<file path="config.mk">
export PLATFORM = sky130hd
export DESIGN_NAME = console_seq_ctrl
export DESIGN_NICKNAME = d
export VERILOG_FILES = /design/src/rtl/console_pkg.sv /design/src/rtl/console_ir_decode.sv /design/src/rtl/console_seq_ctrl.sv
export SDC_FILE = /design/constraint.sdc
export NUM_CORES = 1
export LEC_CHECK = 0
export CELL_PAD_IN_SITES_DETAIL_PLACEMENT = 0
export CELL_PAD_IN_SITES_GLOBAL_PLACEMENT = 1
export CORE_UTILIZATION = 35
export CTS_CLUSTER_SIZE = 28
export DETAILED_ROUTE_END_ITERATION = 8
export PLACE_DENSITY = 0.83
export SYNTH_ARGS = -nofsm -noshare
export SYNTH_HDL_FRONTEND = slang
export SYNTH_SLANG_ARGS = --single-unit
</file>
<file path="constraint.sdc">
create_clock -name clk -period 8 [get_ports clk]
set_input_delay 2.4 -clock clk [delete_from_list [all_inputs] [get_ports clk]]
set_output_delay 2.4 -clock clk [all_outputs]
set_load 0.01 [all_outputs]
</file>
<file path="src/rtl/console_pkg.sv">
// Shared types for the console sequence controller: modes, FSM states,
// opcode constants, the datapath control bundle and the per-opcode beat count.
`timescale 1ns/1ps
package console_pkg;

    typedef enum logic [2:0] {
        MODE_RUN  = 3'b000,
        MODE_MEMW = 3'b001,
        MODE_MEMR = 3'b010,
        MODE_REGR = 3'b011,
        MODE_REGW = 3'b100
    } mode_e;

    typedef enum logic [2:0] {
        ST_IDLE  = 3'd0,
        ST_CONS  = 3'd1,
        ST_HALT  = 3'd2,
        ST_FETCH = 3'd3,
        ST_EXEC  = 3'd4
    } state_e;

    localparam logic [3:0] OP_NOP = 4'b0000;
    localparam logic [3:0] OP_ADD = 4'b0001;
    localparam logic [3:0] OP_SUB = 4'b0010;
    localparam logic [3:0] OP_AND = 4'b0011;
    localparam logic [3:0] OP_INC = 4'b0100;
    localparam logic [3:0] OP_LD  = 4'b0101;
    localparam logic [3:0] OP_ST  = 4'b0110;
    localparam logic [3:0] OP_JC  = 4'b0111;
    localparam logic [3:0] OP_JZ  = 4'b1000;
    localparam logic [3:0] OP_JMP = 4'b1001;
    localparam logic [3:0] OP_STP = 4'b1110;

    typedef struct packed {
        logic       drw;
        logic       pcinc;
        logic       lpc;
        logic       lar;
        logic       pcadd;
        logic       arinc;
        logic       memw;
        logic       lir;
        logic       ldz;
        logic       ldc;
        logic       cin;
        logic       m;
        logic       abus;
        logic       sbus;
        logic       mbus;
        logic       selctl;
        logic [3:0] s;
    } ctrl_t;

    // Execute beats an opcode needs before the next fetch; undefined opcodes act as NOP.
    function automatic logic [1:0] beat_count(input logic [3:0] opc);
        case (opc)
            OP_ADD, OP_SUB, OP_AND, OP_INC,
            OP_JC, OP_JZ, OP_JMP, OP_STP: return 2'd1;
            OP_LD, OP_ST:                 return 2'd2;
            default:                      return 2'd0;
        endcase
    endfunction

endpackage

</file>
<file path="src/rtl/console_ir_decode.sv">
// Pure combinational execute-beat decode: {opcode, beat index, flags} -> controls.
// Beat index 0 means "not executing" and yields an all-zero bundle.
`timescale 1ns/1ps
module console_ir_decode
    import console_pkg::*;
#(
    parameter int OPC_W = 4
) (
    input  logic [OPC_W-1:0] ir,
    input  logic [1:0]       exec_beat,
    input  logic             c,
    input  logic             z,
    output ctrl_t            ctrl
);

    logic [3:0] opc;
    assign opc = 4'(ir);

    always_comb begin
        ctrl = '0;
        case (opc)
            OP_ADD: if (exec_beat == 2'd1) begin
                ctrl.abus = 1'b1; ctrl.drw = 1'b1; ctrl.ldz = 1'b1; ctrl.ldc = 1'b1;
                ctrl.s    = 4'b1001; ctrl.cin = 1'b1;
            end
            OP_SUB: if (exec_beat == 2'd1) begin
                ctrl.abus = 1'b1; ctrl.drw = 1'b1; ctrl.ldz = 1'b1; ctrl.ldc = 1'b1;
                ctrl.s    = 4'b0110;
            end
            OP_AND: if (exec_beat == 2'd1) begin
                ctrl.abus = 1'b1; ctrl.drw = 1'b1; ctrl.ldz = 1'b1;
                ctrl.s    = 4'b1011; ctrl.m = 1'b1;
            end
            OP_INC: if (exec_beat == 2'd1) begin
                ctrl.abus = 1'b1; ctrl.drw = 1'b1; ctrl.ldz = 1'b1; ctrl.ldc = 1'b1;
                ctrl.s    = 4'b0000;
            end
            OP_LD: begin
                if (exec_beat == 2'd1) begin
                    ctrl.abus = 1'b1; ctrl.lar = 1'b1; ctrl.s = 4'b1010; ctrl.m = 1'b1;
                end else if (exec_beat == 2'd2) begin
                    ctrl.mbus = 1'b1; ctrl.drw = 1'b1;
                end
            end
            OP_ST: begin
                if (exec_beat == 2'd1) begin
                    ctrl.abus = 1'b1; ctrl.lar = 1'b1; ctrl.s = 4'b1111; ctrl.m = 1'b1;
                end else if (exec_beat == 2'd2) begin
                    ctrl.abus = 1'b1; ctrl.memw = 1'b1; ctrl.s = 4'b1010; ctrl.m = 1'b1;
                end
            end
            OP_JC:  if (exec_beat == 2'd1) ctrl.pcadd = c;
            OP_JZ:  if (exec_beat == 2'd1) ctrl.pcadd = z;
            OP_JMP: if (exec_beat == 2'd1) begin
                ctrl.abus = 1'b1; ctrl.lpc = 1'b1; ctrl.s = 4'b1111; ctrl.m = 1'b1;
            end
            default: ;
        endcase
    end

endmodule

</file>
<file path="src/rtl/console_seq_ctrl.sv">
// Console / instruction sequencer: console modes with start-button handshake,
// and a fetch/execute beat generator for run mode. Controls decode from state.
`timescale 1ns/1ps
module console_seq_ctrl
    import console_pkg::*;
#(
    parameter int NUM_REGS = 4,
    parameter int OPC_W    = 4,
    parameter int MAX_EXEC = 2,
    localparam int RSEL_W  = $clog2(NUM_REGS)
) (
    input  logic              clk,
    input  logic              clr,
    input  logic [2:0]        sw,
    input  logic              start,
    input  logic              step,
    input  logic [OPC_W-1:0]  ir,
    input  logic              c,
    input  logic              z,
    output logic              drw,
    output logic              pcinc,
    output logic              lpc,
    output logic              lar,
    output logic              pcadd,
    output logic              arinc,
    output logic              memw,
    output logic              lir,
    output logic              ldz,
    output logic              ldc,
    output logic              cin,
    output logic              m,
    output logic              abus,
    output logic              sbus,
    output logic              mbus,
    output logic              selctl,
    output logic [3:0]        s,
    output logic [RSEL_W-1:0] sel_a,
    output logic [RSEL_W-1:0] sel_b,
    output logic              stop,
    output logic [1:0]        beat
);

    localparam logic [1:0]        MAX_B   = 2'(MAX_EXEC);
    localparam logic [RSEL_W-1:0] IDX_ONE = RSEL_W'(1);

    state_e             state_q, state_d;
    mode_e              mode_q, mode_d;
    logic [RSEL_W-1:0]  idx_q, idx_d;
    logic               first_q, first_d;
    logic [1:0]         beat_q, beat_d;
    logic               start_q;

    logic               start_edge;
    logic [3:0]         opc;
    logic [1:0]         last_beat;
    ctrl_t              dec_ctrl;
    ctrl_t              out_c;

    assign start_edge = start & ~start_q;
    assign opc        = 4'(ir);
    assign last_beat  = (beat_count(opc) > MAX_B) ? MAX_B : beat_count(opc);

    console_ir_decode #(.OPC_W(OPC_W)) u_dec (
        .ir        (ir),
        .exec_beat (beat_q),
        .c         (c),
        .z         (z),
        .ctrl      (dec_ctrl)
    );

    // ir is expected to hold the fetched opcode from FETCH through the last execute beat.
    always_comb begin
        state_d = state_q;
        mode_d  = mode_q;
        idx_d   = idx_q;
        first_d = first_q;
        beat_d  = beat_q;
        case (state_q)
            ST_IDLE: begin
                if (start_edge && sw <= 3'b100) begin
                    mode_d  = mode_e'(sw);
                    first_d = 1'b1;
                    state_d = ST_CONS;
                end
            end
            ST_CONS: begin
                first_d = 1'b0;
                state_d = ST_HALT;
                if (mode_q == MODE_REGW) idx_d = idx_q + IDX_ONE;
                if (mode_q == MODE_REGR) idx_d = idx_q + IDX_ONE + IDX_ONE;
            end
            ST_HALT: begin
                if (start_edge) state_d = (mode_q == MODE_RUN) ? ST_FETCH : ST_CONS;
            end
            ST_FETCH: begin
                if (last_beat == 2'd0) begin
                    state_d = step ? ST_HALT : ST_FETCH;
                end else begin
                    state_d = ST_EXEC;
                    beat_d  = 2'd1;
                end
            end
            ST_EXEC: begin
                if (beat_q >= last_beat) begin
                    state_d = (step || opc == OP_STP) ? ST_HALT : ST_FETCH;
                    beat_d  = 2'd0;
                end else begin
                    beat_d = beat_q + 2'd1;
                end
            end
            default: begin
                state_d = ST_IDLE;
                beat_d  = 2'd0;
            end
        endcase
    end

    always_ff @(posedge clk or posedge clr) begin
        if (clr) begin
            state_q <= ST_IDLE;
            mode_q  <= MODE_RUN;
            idx_q   <= '0;
            first_q <= 1'b0;
            beat_q  <= 2'd0;
            start_q <= 1'b0;
        end else begin
            state_q <= state_d;
            mode_q  <= mode_d;
            idx_q   <= idx_d;
            first_q <= first_d;
            beat_q  <= beat_d;
            start_q <= start;
        end
    end

    always_comb begin
        out_c = '0;
        sel_a = '0;
        sel_b = '0;
        case (state_q)
            ST_CONS: begin
                out_c.selctl = 1'b1;
                case (mode_q)
                    MODE_RUN: begin
                        out_c.sbus = 1'b1;
                        out_c.lpc  = 1'b1;
                    end
                    MODE_MEMW: begin
                        out_c.sbus = 1'b1;
                        if (first_q) out_c.lar = 1'b1;
                        else begin
                            out_c.memw  = 1'b1;
                            out_c.arinc = 1'b1;
                        end
                    end
                    MODE_MEMR: begin
                        if (first_q) begin
                            out_c.sbus = 1'b1;
                            out_c.lar  = 1'b1;
                        end else begin
                            out_c.mbus  = 1'b1;
                            out_c.arinc = 1'b1;
                        end
                    end
                    MODE_REGW: begin
                        out_c.sbus = 1'b1;
                        out_c.drw  = 1'b1;
                        sel_a      = idx_q;
                    end
                    MODE_REGR: begin
                        sel_a = idx_q;
                        sel_b = idx_q + IDX_ONE;
                    end
                    default: ;
                endcase
            end
            ST_FETCH: begin
                out_c.lir   = 1'b1;
                out_c.pcinc = 1'b1;
            end
            ST_EXEC: out_c = dec_ctrl;
            default: ;
        endcase
    end

    assign drw    = out_c.drw;
    assign pcinc  = out_c.pcinc;
    assign lpc    = out_c.lpc;
    assign lar    = out_c.lar;
    assign pcadd  = out_c.pcadd;
    assign arinc  = out_c.arinc;
    assign memw   = out_c.memw;
    assign lir    = out_c.lir;
    assign ldz    = out_c.ldz;
    assign ldc    = out_c.ldc;
    assign cin    = out_c.cin;
    assign m      = out_c.m;
    assign abus   = out_c.abus;
    assign sbus   = out_c.sbus;
    assign mbus   = out_c.mbus;
    assign selctl = out_c.selctl;
    assign s      = out_c.s;
    assign stop   = (state_q == ST_IDLE) || (state_q == ST_HALT);
    assign beat   = (state_q == ST_EXEC) ? beat_q : 2'd0;

endmodule

</file>
== Word-level counts from Yosys, hierarchy flattened ==
Memory sizes are Yosys's and may differ from the RTL's.
Index checks and enable logic that the tools add are counted.
Widths: inputs -> output; s select.

* Flip-flop bits (word level): 12
* ROM bits: 64
* Memories: 2
* Word-level logic and storage cells: 130
* Output and inout bits: 27

* Multiplexer cells: 67
* Order comparisons: 3
* Bitwise gates (word level): 3
* Add/subtract/negate cells: 3
* Reductions and logical operators: 22
* Equal/unequal tests: 24

{| class="wikitable"
|+ Memory list
! name !! depth !! width !! rd ports !! clocked after memory_dff !! wr ports !! line !! text
|-
| (no name shown) || 16 || 2 || 1 || 0 || 0 || console_pkg.sv:56 || <nowiki>case (opc)</nowiki>
|-
| (no name shown) || 16 || 2 || 1 || 0 || 0 || console_pkg.sv:56 ||
|}

{| class="wikitable"
|+ Operators by type and width
! cell !! count
|-
| $mux 2 || 15
|-
| $mux 4 || 7
|-
| $pmux 4 s6 || 1
|-
| $mux 1 || 22
|-
| $mux 3 || 6
|-
| $eq 4x3->1 const B || 4
|-
| $pmux 1 s2 || 8
|-
| $pmux 3 s5 || 1
|-
| $eq 3x2->1 const B || 4
|-
| $eq 4x4->1 const B || 3
|-
| $reduce_or 3->1 || 4
|-
| $eq 4x2->1 const B || 2
|-
| $ne 2x2->1 const B || 4
|-
| $pmux 2 s2 || 2
|-
| $reduce_and 2->1 || 4
|-
| $reduce_or 2->1 || 4
|-
| $add 2x1->2 const B || 3
|-
| $eq 3x1->1 const B || 2
|-
| $eq 3x3->1 const B || 2
|-
| $logic_not 3->1 || 2
|-
| $pmux 1 s3 || 2
|-
| $pmux 2 s3 || 1
|-
| $pmux 3 s2 || 1
|-
| $mux 5 || 1
|-
| 14 further kinds || 17
|}

== Depth between registers and ports, before layout ==
An unclocked memory read counts as a cell.

* Depth after elaboration: 6
* Depth in mapped cells: 11

== Hierarchy ==
A second synthesis with hierarchy kept.

* Cells, all modules: 184
* Area total of the unflattened synthesis: 1461.4 µm²

{| class="wikitable"
|+ By module, submodules not included
! module !! cells an instance !! area an instance (µm²) !! times used
|-
| console_seq_ctrl || 124 || 1056.0 || 1
|-
| console_ir_decode || 60 || 405.4 || 1
|}

== Worst setup path after synthesis ==
Ideal clock, no wire load.

* Kind: input to output
* Start point: input port ir[0]
* End point: output port abus
* Data required time: 5.600 ns
* Arrival: 3.481 ns
* Path slack: 2.119 ns
* Buffers on the path: 0
* Stages: 5
* Cells stage by stage: inv_1 -> ha_1 -> or3_1 -> and2_2 -> or2b_1

* Word-level cells in the longest chain between the ends: 4
* Elaborated cells on any way between the ends: 11

{| class="wikitable"
|+ RTL lines
! what !! line !! text
|-
| start, declared || console_seq_ctrl.sv:17 || <nowiki>input logic [OPC_W-1:0] ir,</nowiki>
|-
| $eq 4x2->1 (tied with other cells) || console_ir_decode.sv:21 || <nowiki>case (opc)</nowiki>
|-
| $reduce_or 3->1 (no line) || -- ||
|-
| $pmux 1 s3 (*) || console_ir_decode.sv:21 ||
|-
| $mux 5 (*) || console_seq_ctrl.sv:140 || <nowiki>case (state_q)</nowiki>
|-
| end, declared || console_seq_ctrl.sv:32 || <nowiki>output logic abus,</nowiki>
|}

Mark *: on every way between the ends. The rest lies on a longest branch, timed or not.

== Worst setup path in the final report ==
Same ends and word-level chain as after synthesis.

==> flow_metrics.env <==
export IMPL_relSlewSlack_pct=69.1
export IMPL_grtUsageTotal_pct=17.4
export IMPL_power_density_mw_per_mm2=239
export IMPL_fp_coreArea_mm2=0.00310
export IMPL_ctsHtreeMaxLevel=1
export IMPL_yosys_top_cells_area="dfrtp_1 (26%), ha_1 (8.6%), nand2_1 (4.5%), a21oi_1 (3.9%), o21ai_0 (3.9%)"
export IMPL_drv_cap=0
export IMPL_via_count=1149
export IMPL_cp_endpoint="abus"
export IMPL_post_cts_buffers=0
export IMPL_via_per_inst=5.06
export IMPL_slowest_stage="clkdlybuf4s50_1"
export IMPL_clock_latency_ps=280
export IMPL_yosys_warnings=0
export IMPL_cts_buffers=3
export IMPL_die_h_um=59.7
export IMPL_hold_buffers=0
export IMPL_drive_above_1_share_pct=8.74
export IMPL_path_max_fanout=6
export IMPL_critPathMaxStageDelay_ps=500
export IMPL_finalSetupTns_ps=0
export IMPL_hold_slack_ps=519
export IMPL_ant_nets=0
export IMPL_overflow=0
export IMPL_slew_viol_final=0
export IMPL_status="finished clean"
export IMPL_synth_edf_count=0
export IMPL_finClkSkew_ps=2.93
export IMPL_io_buffer_count=39
export IMPL_synth_fp_nets=169
export IMPL_synth_top_area_cell="dfrtp_1"
export IMPL_cts_tree="yes"
export IMPL_io_pins=40
export IMPL_finalWorstSetupSlack_ps=950
export IMPL_critPathTopFamily="buffers and inverters"
export IMPL_die_area_mm2=0.00357
export IMPL_dpl_hpwl_um=2330
export IMPL_grt_max_degree=16
export IMPL_async_flop_share_pct=100
export IMPL_area_delta_synth_final_pct=36.3
export IMPL_yosysMostFrequentCell="nand2_1"
export IMPL_num_antenna_cells=0
export IMPL_dr_pass1_iters=4
export IMPL_avgSynthCellArea_um2=7.88
export IMPL_wirelength_um=2880
export IMPL_hold_viol_final=0
export IMPL_clockRootBuffer="clkbuf_4"
export IMPL_ys_ff_latch=12
export IMPL_fp_dieW_um=59.7
export IMPL_ys_flop_type="dfrtp_1"
export IMPL_grt_pass1_wl_um=4730
export IMPL_antenna_found_initial=0
export IMPL_synth_common_cells="nand2_1 (14), dfrtp_1 (12), inv_1 (12), nor2_1 (12)"
export IMPL_start_util_pct=37.6
export IMPL_rows=20
export IMPL_post_drt_wl_per_cell_um=12.7
export IMPL_ys_types=47
export IMPL_path_common_cell="clkdlybuf4s50_1"
export IMPL_fmax_ghz=0.142
export IMPL_timing_critical_path_to_type="primary output"
export IMPL_hold_path_depth=1
export IMPL_startpoint="ir[0]"
export IMPL_regToRegSetupSlack_ps=6320
export IMPL_drc_errors=0
export IMPL_fin_crit_ps=7050
export IMPL_required_ps=5600
export IMPL_worst_setup_path_type="input port to primary output"
export IMPL_path_buf_inv=3
export IMPL_ir_drop_mv=0.160
export IMPL_arrival_ps=4650
export IMPL_cp_depth=8
export IMPL_hold_path_class="flop to flop"
export IMPL_nFillCells=312
export IMPL_rsz0062_at_grt="no"
export IMPL_grt_pass1_vias=1091
export IMPL_setup_viol_count_final=0
export IMPL_cts_sinks=12
export IMPL_synth_top_cell_area_share_pct=25.8
export IMPL_critical_path_cell_chain="clkdlybuf4s50_1, inv_1, ha_1, nand2_1, o32ai_1, o21ai_0, or2b_1, clkdlybuf4s50_1"
export IMPL_r2r_end="mode_q[0]"
export IMPL_ys_seq_area_share_pct=25.8
export IMPL_nNetsFinal=205
export IMPL_reg2regPathDepth=4
export IMPL_gp_routability_congestion=0.820
export IMPL_r2r_start="state_q[2]"
export IMPL_place_ws_ps=951
export IMPL_syn_inst=148
export IMPL_clk_pin_slew_ps=70
export IMPL_cts_resized_gates=0
export IMPL_p_leak_uw=0.000637
export IMPL_clk_path_buf_depth=2
export IMPL_fin_crit_sh_pct=88.1
export IMPL_first_iter_violations=52
export IMPL_worst_slew_pin_slew_ps=462
export IMPL_critPathLaunchType="input port"
export IMPL_synth_area_mm2=0.00117
[where the power goes]
group	switching (µW)	total, µW	internal, µW
sequential	42.8	129	85.9
combinational	104	203	99.2
clock	20.1	47.8	27.7
total	167	380	213
[cells by family (layout without fill, tap and decap cells)]
family / after synthesis / count (layout) / synth area share (%)
xor gates and xnor gates: 4 / 4 / 3.00
buffers and inverters: 21 / 56 / 9.23
adders and majority gates: 8 / 8 / 8.58
AOI/OAI and AO/OA: 35 / 35 / 20.4
DFF: 12 / 12 / 25.8
and+or+nand+nor: 65 / 65 / 30.2
muxes: 3 / 3 / 2.90
[worst min path at each step]
stage,startpoint,end,slack (ps)
2_1_floorplan,idx_q[1],idx_q[1],470
3_3_place_gp,idx_q[1],idx_q[1],500
3_5_place_dp,idx_q[1],idx_q[1],510
4_1_cts,idx_q[1],idx_q[1],530
5_1_grt,idx_q[1],idx_q[1],550
6_report,idx_q[1],idx_q[1],520
[stage by stage]
step | util, % | total power (µW) | area, µm² | std cells
final | 51.2 | 380 | 1590 | 227
after global routing | 51.2 | 414 | 1590 | 227
after CTS | 51.2 | 382 | 1590 | 227
after detailed placement | 50.0 | 333 | 1550 | 223
after global placement | 50.0 | 328 | 1550 | 223
after floorplan | - | 273 | 1170 | 148
[layout make-up]
class	instances	area, µm²	share of cell area (%)
sequential	12	300	18.9
multi-input combinational	115	758	47.7
timing repair buffer	39	390	24.6
tap	44	55.1	3.46
clock buffer	4	36.3	2.28
inverter	13	48.8	3.07
[cell usage in the layout (no fill, tap or decap), drive strengths merged, types with 2 or more instances in the layout]
cell	n
and2	2
nand4	2
nor2b	4
nor3b	2
a31oi	3
inv	13
and3	2
xnor2	3
nor2	14
nand3	5
clkbuf	4
mux2	3
clkdlybuf4s50	39
or3b	2
or2	3
nor3	3
a21oi	9
ha	8
o21ai	10
dfrtp	12
o22ai	2
nand3b	2
nand2b	6
nand2	15
o32ai	4
[sequential cells by signal, summed over array words and instances, names as in the netlist]
name     flops
state_q      3
first_q      1
beat_q       2
start_q      1
mode_q       3
idx_q        2
[metal layers]
layer  routed length [µm]  global-route usage [%]
met3                  116                    3.90
met4                    9                   0.997
met5                    0                       0
met2                 1370                    29.8
met1                 1390                    23.2
Note: power is estimated with default switching activity, not from simulation.
